==> src/rtl/rotate_cmd_sequencer_if.sv <==
`default_nettype none
// ============================================================================
// Module      : rotate_cmd_sequencer_if
// Description : Command handshake and rotation-control bus between a command
//               source and the rotate command sequencer.
// Revision    : 1.0 - initial release
// ============================================================================
interface rotate_cmd_sequencer_if #(
  parameter int WIDTH = 100,
  parameter int AMT_W = 7
);
  logic             cmd_valid;
  logic             cmd_ready;
  logic [1:0]       cmd_op;
  logic [AMT_W-1:0] cmd_amt;
  logic [WIDTH-1:0] cmd_data;
  logic [WIDTH-1:0] rot_data;
  logic [1:0]       rot_dir;
  logic             busy;
  logic             done;
  logic             err;

  // Command source side
  modport master (
    output cmd_valid, cmd_op, cmd_amt, cmd_data,
    input  cmd_ready, rot_data, rot_dir, busy, done, err
  );

  // Sequencer side
  modport slave (
    input  cmd_valid, cmd_op, cmd_amt, cmd_data,
    output cmd_ready, rot_data, rot_dir, busy, done, err
  );
endinterface
`default_nettype wire

==> src/rtl/rotate_cmd_sequencer.sv <==
`default_nettype none
// ============================================================================
// Module      : rotate_cmd_sequencer
// Description : Expands LOAD / ROTATE commands into a per-cycle control
//               stream (load word or single-bit steps) for the downstream
//               rotation register. Long rotations take the short way round.
// Revision    : 1.0 - initial release
// ============================================================================
module rotate_cmd_sequencer #(
  parameter int WIDTH = 100,
  parameter int AMT_W = 7
) (
  input  logic                  clk,
  input  logic                  rst_n,
  rotate_cmd_sequencer_if.slave bus
);

  typedef enum logic [1:0] {
    S_IDLE = 2'd0,
    S_LOAD = 2'd1,
    S_STEP = 2'd2
  } state_t;

  localparam logic [1:0] OP_LOAD  = 2'd0;
  localparam logic [1:0] OP_UP    = 2'd1;
  localparam logic [1:0] OP_DN    = 2'd2;

  localparam logic [1:0] DIR_LOAD = 2'b00;
  localparam logic [1:0] DIR_UP   = 2'b01;
  localparam logic [1:0] DIR_DN   = 2'b10;
  localparam logic [1:0] DIR_HOLD = 2'b11;

  localparam logic [AMT_W-1:0] WIDTH_A = AMT_W'(WIDTH);
  localparam logic [AMT_W-1:0] HALF_A  = AMT_W'(WIDTH / 2);
  localparam logic [AMT_W-1:0] ONE_A   = AMT_W'(1);

  state_t           state_q,     state_d;
  logic [AMT_W-1:0] cnt_q,       cnt_d;
  logic [1:0]       rot_dir_q,   rot_dir_d;
  logic [WIDTH-1:0] rot_data_q,  rot_data_d;
  logic             busy_q,      busy_d;
  logic             done_q,      done_d;
  logic             err_q,       err_d;
  logic             cmd_ready_q, cmd_ready_d;

  logic             accept;
  logic             amt_bad;
  logic             long_way;
  logic [1:0]       req_code;
  logic [1:0]       eff_code;
  logic [AMT_W-1:0] eff_steps;

  // Decode the incoming command: acceptance and the effective (shortest) rotation
  always_comb begin
    accept    = bus.cmd_valid && cmd_ready_q;
    amt_bad   = (bus.cmd_amt >= WIDTH_A);
    long_way  = (bus.cmd_amt > HALF_A);
    req_code  = (bus.cmd_op == OP_UP) ? DIR_UP : DIR_DN;
    // Up and down codes are bitwise complements, so inverting flips direction
    eff_code  = long_way ? ~req_code : req_code;
    eff_steps = long_way ? (WIDTH_A - bus.cmd_amt) : bus.cmd_amt;
  end

  // Next-state and next-output logic; every output defaults to its idle value
  always_comb begin
    state_d    = state_q;
    cnt_d      = cnt_q;
    rot_dir_d  = DIR_HOLD;
    rot_data_d = rot_data_q;
    busy_d     = 1'b0;
    done_d     = 1'b0;
    err_d      = 1'b0;

    case (state_q)
      S_IDLE: begin
        if (accept) begin
          case (bus.cmd_op)
            OP_LOAD: begin
              state_d    = S_LOAD;
              rot_dir_d  = DIR_LOAD;
              rot_data_d = bus.cmd_data;
              busy_d     = 1'b1;
            end
            OP_UP, OP_DN: begin
              if (amt_bad) begin
                err_d = 1'b1;
              end else if (eff_steps == '0) begin
                done_d = 1'b1;
              end else begin
                state_d   = S_STEP;
                cnt_d     = eff_steps;
                rot_dir_d = eff_code;
                busy_d    = 1'b1;
              end
            end
            default: begin
              done_d = 1'b1;
            end
          endcase
        end
      end

      S_LOAD: begin
        state_d = S_IDLE;
        done_d  = 1'b1;
      end

      S_STEP: begin
        // Counter holds the steps left including the one on the bus now
        if (cnt_q == ONE_A) begin
          state_d = S_IDLE;
          cnt_d   = '0;
          done_d  = 1'b1;
        end else begin
          cnt_d     = cnt_q - ONE_A;
          rot_dir_d = rot_dir_q;
          busy_d    = 1'b1;
        end
      end

      default: begin
        state_d = S_IDLE;
      end
    endcase

    cmd_ready_d = (state_d == S_IDLE);
  end

  // State and registered outputs, synchronous active-low reset
  always_ff @(posedge clk) begin
    if (!rst_n) begin
      state_q     <= S_IDLE;
      cnt_q       <= '0;
      rot_dir_q   <= DIR_HOLD;
      rot_data_q  <= '0;
      busy_q      <= 1'b0;
      done_q      <= 1'b0;
      err_q       <= 1'b0;
      cmd_ready_q <= 1'b1;
    end else begin
      state_q     <= state_d;
      cnt_q       <= cnt_d;
      rot_dir_q   <= rot_dir_d;
      rot_data_q  <= rot_data_d;
      busy_q      <= busy_d;
      done_q      <= done_d;
      err_q       <= err_d;
      cmd_ready_q <= cmd_ready_d;
    end
  end

  assign bus.cmd_ready = cmd_ready_q;
  assign bus.rot_dir   = rot_dir_q;
  assign bus.rot_data  = rot_data_q;
  assign bus.busy      = busy_q;
  assign bus.done      = done_q;
  assign bus.err       = err_q;

endmodule
`default_nettype wire

==> src/flat_wrapper.sv <==
// flat-port wrapper written by rule: the top's interface ports become plain ports
module rotate_cmd_sequencer_flat 
#(
  parameter int WIDTH = 100,
  parameter int AMT_W = 7
)
  (clk, rst_n, bus_cmd_valid, bus_cmd_op, bus_cmd_amt, bus_cmd_data, bus_cmd_ready, bus_rot_data, bus_rot_dir, bus_busy, bus_done, bus_err);
  rotate_cmd_sequencer_if #(.WIDTH(WIDTH), .AMT_W(AMT_W)) bus_i ();
  input  logic clk;
  input  logic rst_n;
  input wire logic [$bits(bus_i.cmd_valid)-1:0] bus_cmd_valid;
  input wire logic [$bits(bus_i.cmd_op)-1:0] bus_cmd_op;
  input wire logic [$bits(bus_i.cmd_amt)-1:0] bus_cmd_amt;
  input wire logic [$bits(bus_i.cmd_data)-1:0] bus_cmd_data;
  output wire logic [$bits(bus_i.cmd_ready)-1:0] bus_cmd_ready;
  output wire logic [$bits(bus_i.rot_data)-1:0] bus_rot_data;
  output wire logic [$bits(bus_i.rot_dir)-1:0] bus_rot_dir;
  output wire logic [$bits(bus_i.busy)-1:0] bus_busy;
  output wire logic [$bits(bus_i.done)-1:0] bus_done;
  output wire logic [$bits(bus_i.err)-1:0] bus_err;
  assign bus_i.cmd_valid = bus_cmd_valid;
  assign bus_i.cmd_op = bus_cmd_op;
  assign bus_i.cmd_amt = bus_cmd_amt;
  assign bus_i.cmd_data = bus_cmd_data;
  assign bus_cmd_ready = bus_i.cmd_ready;
  assign bus_rot_data = bus_i.rot_data;
  assign bus_rot_dir = bus_i.rot_dir;
  assign bus_busy = bus_i.busy;
  assign bus_done = bus_i.done;
  assign bus_err = bus_i.err;
  rotate_cmd_sequencer #(.WIDTH(WIDTH), .AMT_W(AMT_W)) u_core (.clk(clk), .rst_n(rst_n), .bus(bus_i));
endmodule
==> config.mk <==
export PLATFORM = sky130hd
export DESIGN_NAME = rotate_cmd_sequencer_flat
export DESIGN_NICKNAME = d
export VERILOG_FILES = /design/src/rtl/rotate_cmd_sequencer_if.sv /design/src/rtl/rotate_cmd_sequencer.sv /design/src/flat_wrapper.sv
export SDC_FILE = /design/constraint.sdc
export NUM_CORES = 1
export LEC_CHECK = 0
export ABC_CLOCK_PERIOD_IN_PS = 3900
export CORE_UTILIZATION = 45
export CTS_BUF_LIST = sky130_fd_sc_hd__clkbuf_16
export DETAILED_ROUTE_END_ITERATION = 10
export GPL_TIMING_DRIVEN = 0
export HOLD_SLACK_MARGIN = 0.02
export PLACE_DENSITY_LB_ADDON = 0.2
export SYNTH_ARGS = -nofsm -noshare
export SYNTH_HDL_FRONTEND = slang
export SYNTH_SLANG_ARGS = --single-unit
==> constraint.sdc <==
create_clock -name clk -period 3.9 [get_ports clk]
set_clock_uncertainty 0.1 [all_clocks]
set_input_delay 0.585 -clock clk [delete_from_list [all_inputs] [get_ports clk]]
set_output_delay 0.585 -clock clk [all_outputs]
set_load 0.02 [all_outputs]
Word level (Yosys, flattened, before mapping)
Index checks and enable logic that the tools add are counted.
- register bits: 115
- latch bits: 0
- RAM bits: 0
- ROM bits: 0
- input bits: 112
- output and inout bits: 106
- word-level logic and storage cells: 67
- memories kept: 0
- add/sub/neg operators: 2
- multipliers: 0
- div/mod/pow operators: 0
- magnitude comparators: 2
- equality and inequality tests: 10
- shift-type cells: 0
- mux-type cells: 34
- bitwise operators: 1
- reductions and logical operators: 10
- operators by type and width (kind ; number):
    7-bit two-way mux ; 6
    2-bit two-way mux ; 10
    2-bit case mux with 2 select lines ; 4
    7-bit case mux with 2 select lines ; 1
    1-bit two-way mux ; 9
    7-bit by 1-bit equality test with 1-bit output, second input constant ; 1
    7-bit >= comparator, second input constant ; 1
    7-bit by 6-bit > comparator with 1-bit output, second input constant ; 1
    7-bit logical NOT ; 1
    7-bit by 1-bit subtractor with 7-bit output, second input constant ; 1
    7-bit subtractor, first input constant ; 1
    2-bit logical NOT ; 3
    2-bit != test, second input constant ; 3
    1-bit case mux with 2 select lines ; 3
    5-bit AND reduction ; 1
    2-bit by 1-bit equality test with 1-bit output, second input constant ; 2
    2-bit equality test, second input constant ; 2
    2-bit by 1-bit != test with 1-bit output, second input constant ; 2
    4-bit AND reduction ; 1
    1-bit case mux with 3 select lines ; 1
    3-bit AND reduction ; 1
    2-bit inverter ; 1
    2-bit nonzero test ; 1
    2-bit OR reduction ; 1
    1-bit logical AND ; 1

Longest topological paths before layout
- depth in word-level cells: 9
- gate-level depth with buffers: 7

Least setup slack after synthesis
OpenSTA, ideal clock, no wires.
- path type: input-to-reg
- from: in bus_cmd_amt[3]
- to: reg u_core.cnt_q[1]
- setup time: 0.120 ns
- arrival time: 2.069 ns
- required time: 3.680 ns
- setup slack: 1.611 ns
- cell stages on the path: 6
- path through: buf_2 inv_1 or4b_4 a311oi_4 nor2_1 a211o_1
- word-level cells in the longest chain between the ends: 7
- elaborated cells between the ends (all ways): 13
- those cells by class: add/sub: 1; order compare: 2; eq/ne: 2; mux: 6; reduce/logical: 2
- ends and longest elaborated chain (what ; line ; source):
    start: declaration ; flat_wrapper.sv:13 ; input wire logic [$bits(bus_i.cmd_amt)-1:0] bus_cmd_amt;
    7-bit by 6-bit > comparator with 1-bit output ; rotate_cmd_sequencer.sv:57 ; long_way = (bus.cmd_amt > HALF_A);
    7-bit two-way mux ; rotate_cmd_sequencer.sv:61 ; eff_steps = long_way ? (WIDTH_A - bus.cmd_amt) : bus.cmd_amt;
    7-bit two-way mux ; rotate_cmd_sequencer.sv:87 ; end else if (eff_steps == '0) begin
    7-bit two-way mux ; rotate_cmd_sequencer.sv:85 ; if (amt_bad) begin
    7-bit two-way mux ; rotate_cmd_sequencer.sv:77 ; case (bus.cmd_op)
    7-bit two-way mux ; rotate_cmd_sequencer.sv:76 ; if (accept) begin
    7-bit case mux with 2 select lines ; rotate_cmd_sequencer.sv:74 ; case (state_q)
    end signal: assignment ; rotate_cmd_sequencer.sv:142 ; cnt_q <= cnt_d;
    end: declaration ; rotate_cmd_sequencer.sv:38 ; logic [AMT_W-1:0] cnt_q, cnt_d;
Parallel ways exist; a longest one is shown, timed or not. The select of a mux whose other input is x is not followed.
A chain may end at the register's enable or synchronous reset.

Final worst setup path
- from: in bus_cmd_amt[0]
- to: reg u_core.cnt_q[5]
- word-level cells in the longest chain between the ends: 7
- elaborated cells between the ends (all ways): 13
- those cells by class: add/sub: 1; order compare: 2; eq/ne: 2; mux: 6; reduce/logical: 2
- ends and longest elaborated chain (what ; line):
    7-bit subtractor / 7-bit by 6-bit > comparator with 1-bit output (equally long branches) ; rotate_cmd_sequencer.sv:61, rotate_cmd_sequencer.sv:57
    7-bit two-way mux ; rotate_cmd_sequencer.sv:61
    7-bit two-way mux ; rotate_cmd_sequencer.sv:87
    7-bit two-way mux ; rotate_cmd_sequencer.sv:85
    7-bit two-way mux ; rotate_cmd_sequencer.sv:77
    7-bit two-way mux ; rotate_cmd_sequencer.sv:76
    7-bit case mux with 2 select lines ; rotate_cmd_sequencer.sv:74
Parallel ways exist; a longest one is shown, timed or not. The select of a mux whose other input is x is not followed.

==> summary.txt <==
Slowest CP cell = o21ai_0
Max Fclk = 352 MHz
HP Class = reg -> reg
DRC errors left = 0
Ys async rst share = 0%
Final worst path period need = 2.84 ns
Leakage = 0.00276 uW
Layout filler cell count = 762
Worst-Skew Late Latency = 0.40 ns
Reg clk slew, reported paths = 0.05 ns
Resize count post-CTS = 0
Largest net degree at the start of global routing = 17
Tot GR Track Use = 26.9%
Gp weighted congestion = 0.935
Yosys warnings = 0
Final Hold Viols = 0
Post-CTS setup buffers = 0
Core Area = 10400 um2
Drt initial violations = 205
Initial antenna violation count = 0
Final setup vio count = 0
Commonest non-fill, non-tap cell in the layout = nand2_1
Layout net count = 946
Worst vdd ir = 0.291 mV
Number of buffers added on ports = 214
Post-DP Area = 7150 um2
DR pass1 iterations = 4
Vias = 4934
Register area share after synthesis = 47.6%
First-pass GRT wire length = 23500 um
Synth-to-layout area growth = 60.1%
Layout cells sized above 1 = 4.29%
CP Data Required Time = 4.09 ns
Synth Net Count = 713
Outcome = finished, final reports clean
Non-Filler Instances = 975
CP max stage delay = 0.57 ns
Post-Route Setup TNS = 0 ns
Clock Tree Root = clkbuf_16
WL/cell = 15.1 um
Critical path class = in -> reg
Routed WL = 14700 um
CP delay by family, top = compound AO/OA/AOI/OAI gates
Most frequent cells in the layout = nand2_1 (222), clkdlybuf4s50_1 (214), dfxtp_1 (115)
FF+latch count, synth = 115
PD cells = 430 nW/um2
Hpwl dp = 10900 um
WHS = 0.360 ns
CP Cell Sequence = clkdlybuf4s50_1 -> inv_1 -> ha_1 -> o31ai_1 -> a21oi_1 -> o21ai_0 -> nand3_1 -> a32o_1
Cell Rows = 37
Io pins = 218
Placed Cells = 944
# hold bufs at CTS = 0
Synth Instances = 594
Cell Area, Synth = 4840 um2
Slew HR = 48.9%
Fin. max-slew vios = 0
Post-synth EDFFs = 0
Finished layout cell area = 7750 um2
Initial Util = 46.7%
Top_reg_cell synth = dfxtp_1
Remaining Overflow, GRT = 0
Die area = 11200 um2
Chip Height = 106 um
Syn_area_per_cell = 8.15 um2
Crit path arrival time = 3.03 ns
Buf/Inv on CP = 2
Startpoint Class = input port
Register area = 2300 um2
Footprint of the multi-input gates = 2350 um2
Vias per inst = 5.06
Vias in the first global route = 4868
Least-Margin Pin Slew = 0.755 ns
CTS tree = done
Post-route antenna net violation count = 0
Crit Path Max Fanout = 5
Number of buffers created by CTS = 17
RSZ-0062 raised after global routing = no
Tcrit/Tclk final = 72.8%
H-tree levels = 4
Synth cell types = 45
Max cap viols = 0
Crit. End Element = flip-flop
Die Wd = 106 um
Max clock buf depth = 2
Clk sink count = 115
ANT cells = 0
[state kept, by name, summed over array words and instances, names as in the netlist]
signal                count
u_core.cnt_q              7
u_core.bus.cmd_ready      1
u_core.bus.done           1
u_core.bus.busy           1
u_core.bus.rot_data     100
u_core.state_q            2
u_core.bus.err            1
u_core.bus.rot_dir        2
[path summary, 6_finish.rpt]
kind	endpoint	startpoint	slack, ns	cells after the start
min reg2reg	u_core.bus.rot_data[18]	u_core.bus.rot_data[18]	0.36	2
max reg2reg	u_core.bus.rot_data[13]	u_core.bus.cmd_ready	1.57	6
max	u_core.cnt_q[5]	bus_cmd_amt[0]	1.06	8
min	u_core.bus.rot_data[18]	u_core.bus.rot_data[18]	0.36	2
[metal layers]
layer  track usage, %  vias up  wire (um)
met5                0        -          0
met4             12.1        0        367
met2             47.4      172       7420
li1                 -     2455          -
met1             30.8     2279       6060
met3             6.00       28        846
[logic make-up (layout without fill, tap and decap cells)]
family,count (synthesis),after routing,share of synthesized area [%]
adder cells (fa/ha/maj),7,7,1.81
AND/OR/NAND/NOR,273,273,23.3
buffers and inverters,50,295,3.96
XOR/XNOR,4,4,0.724
AO/OA/AOI/OAI,145,145,22.6
flip-flops,115,115,47.6
[report_power, final]
part | switching, uW | internal, uW
Clock | 510 | 1050
Combinational | 253 | 254
Sequential | 33.3 | 1230
[through the flow]
step	setup WS, ns	utilization (%)	total power, uW
after floorplan	1.61	-	1530
final	1.06	74.7	3330
after CTS	1.16	74.7	3350
after detailed placement	0.746	69.0	1790
after global routing	0.970	74.7	3460
after global placement	0.808	69.0	1780
[worst reg2reg max path, cell delays in order, from the launching register on]
cell      delay (ns)
dfxtp_1         0.38
nand2_1         0.10
nor4b_1         0.30
clkbuf_1        0.61
clkbuf_1        0.42
nand2_1         0.13
a21boi_0        0.20
[cells in the mapped netlist, types with 2 or more instances]
cell / n / area, um2
clkbuf_1: 37 / 139
ha_1: 7 / 87.6
nor2_1: 12 / 45.0
inv_1: 10 / 37.5
nor3_1: 5 / 25.0
a31oi_1: 10 / 62.6
nor2b_1: 4 / 25.0
a31o_1: 3 / 26.3
or3_1: 2 / 12.5
xnor2_1: 2 / 17.5
nand3_1: 9 / 45.0
buf_2: 3 / 15.0
o22ai_1: 2 / 12.5
nand4_1: 2 / 12.5
nand4b_1: 2 / 17.5
a21boi_0: 100 / 751
nand2_1: 222 / 833
a21o_1: 2 / 15.0
xor2_1: 2 / 17.5
o21ai_2: 2 / 17.5
nor4_1: 2 / 12.5
a21oi_1: 3 / 15.0
nor4b_1: 2 / 17.5
o211ai_1: 3 / 22.5
o21ai_0: 7 / 35.0
nand2b_1: 5 / 31.3
dfxtp_1: 115 / 2300
o31ai_1: 2 / 15.0
[layout make-up]
cell class | instances | share of cell area, %
repair buffers | 214 | 27.6
clock inverters | 14 | 2.23
multi-input cells | 429 | 30.3
clock buffers | 17 | 5.49
plain buffers | 40 | 1.99
well taps | 136 | 2.20
flip-flops and latches | 115 | 29.7
inverters | 10 | 0.484
Note: power is estimated with default switching activity, not from simulation.
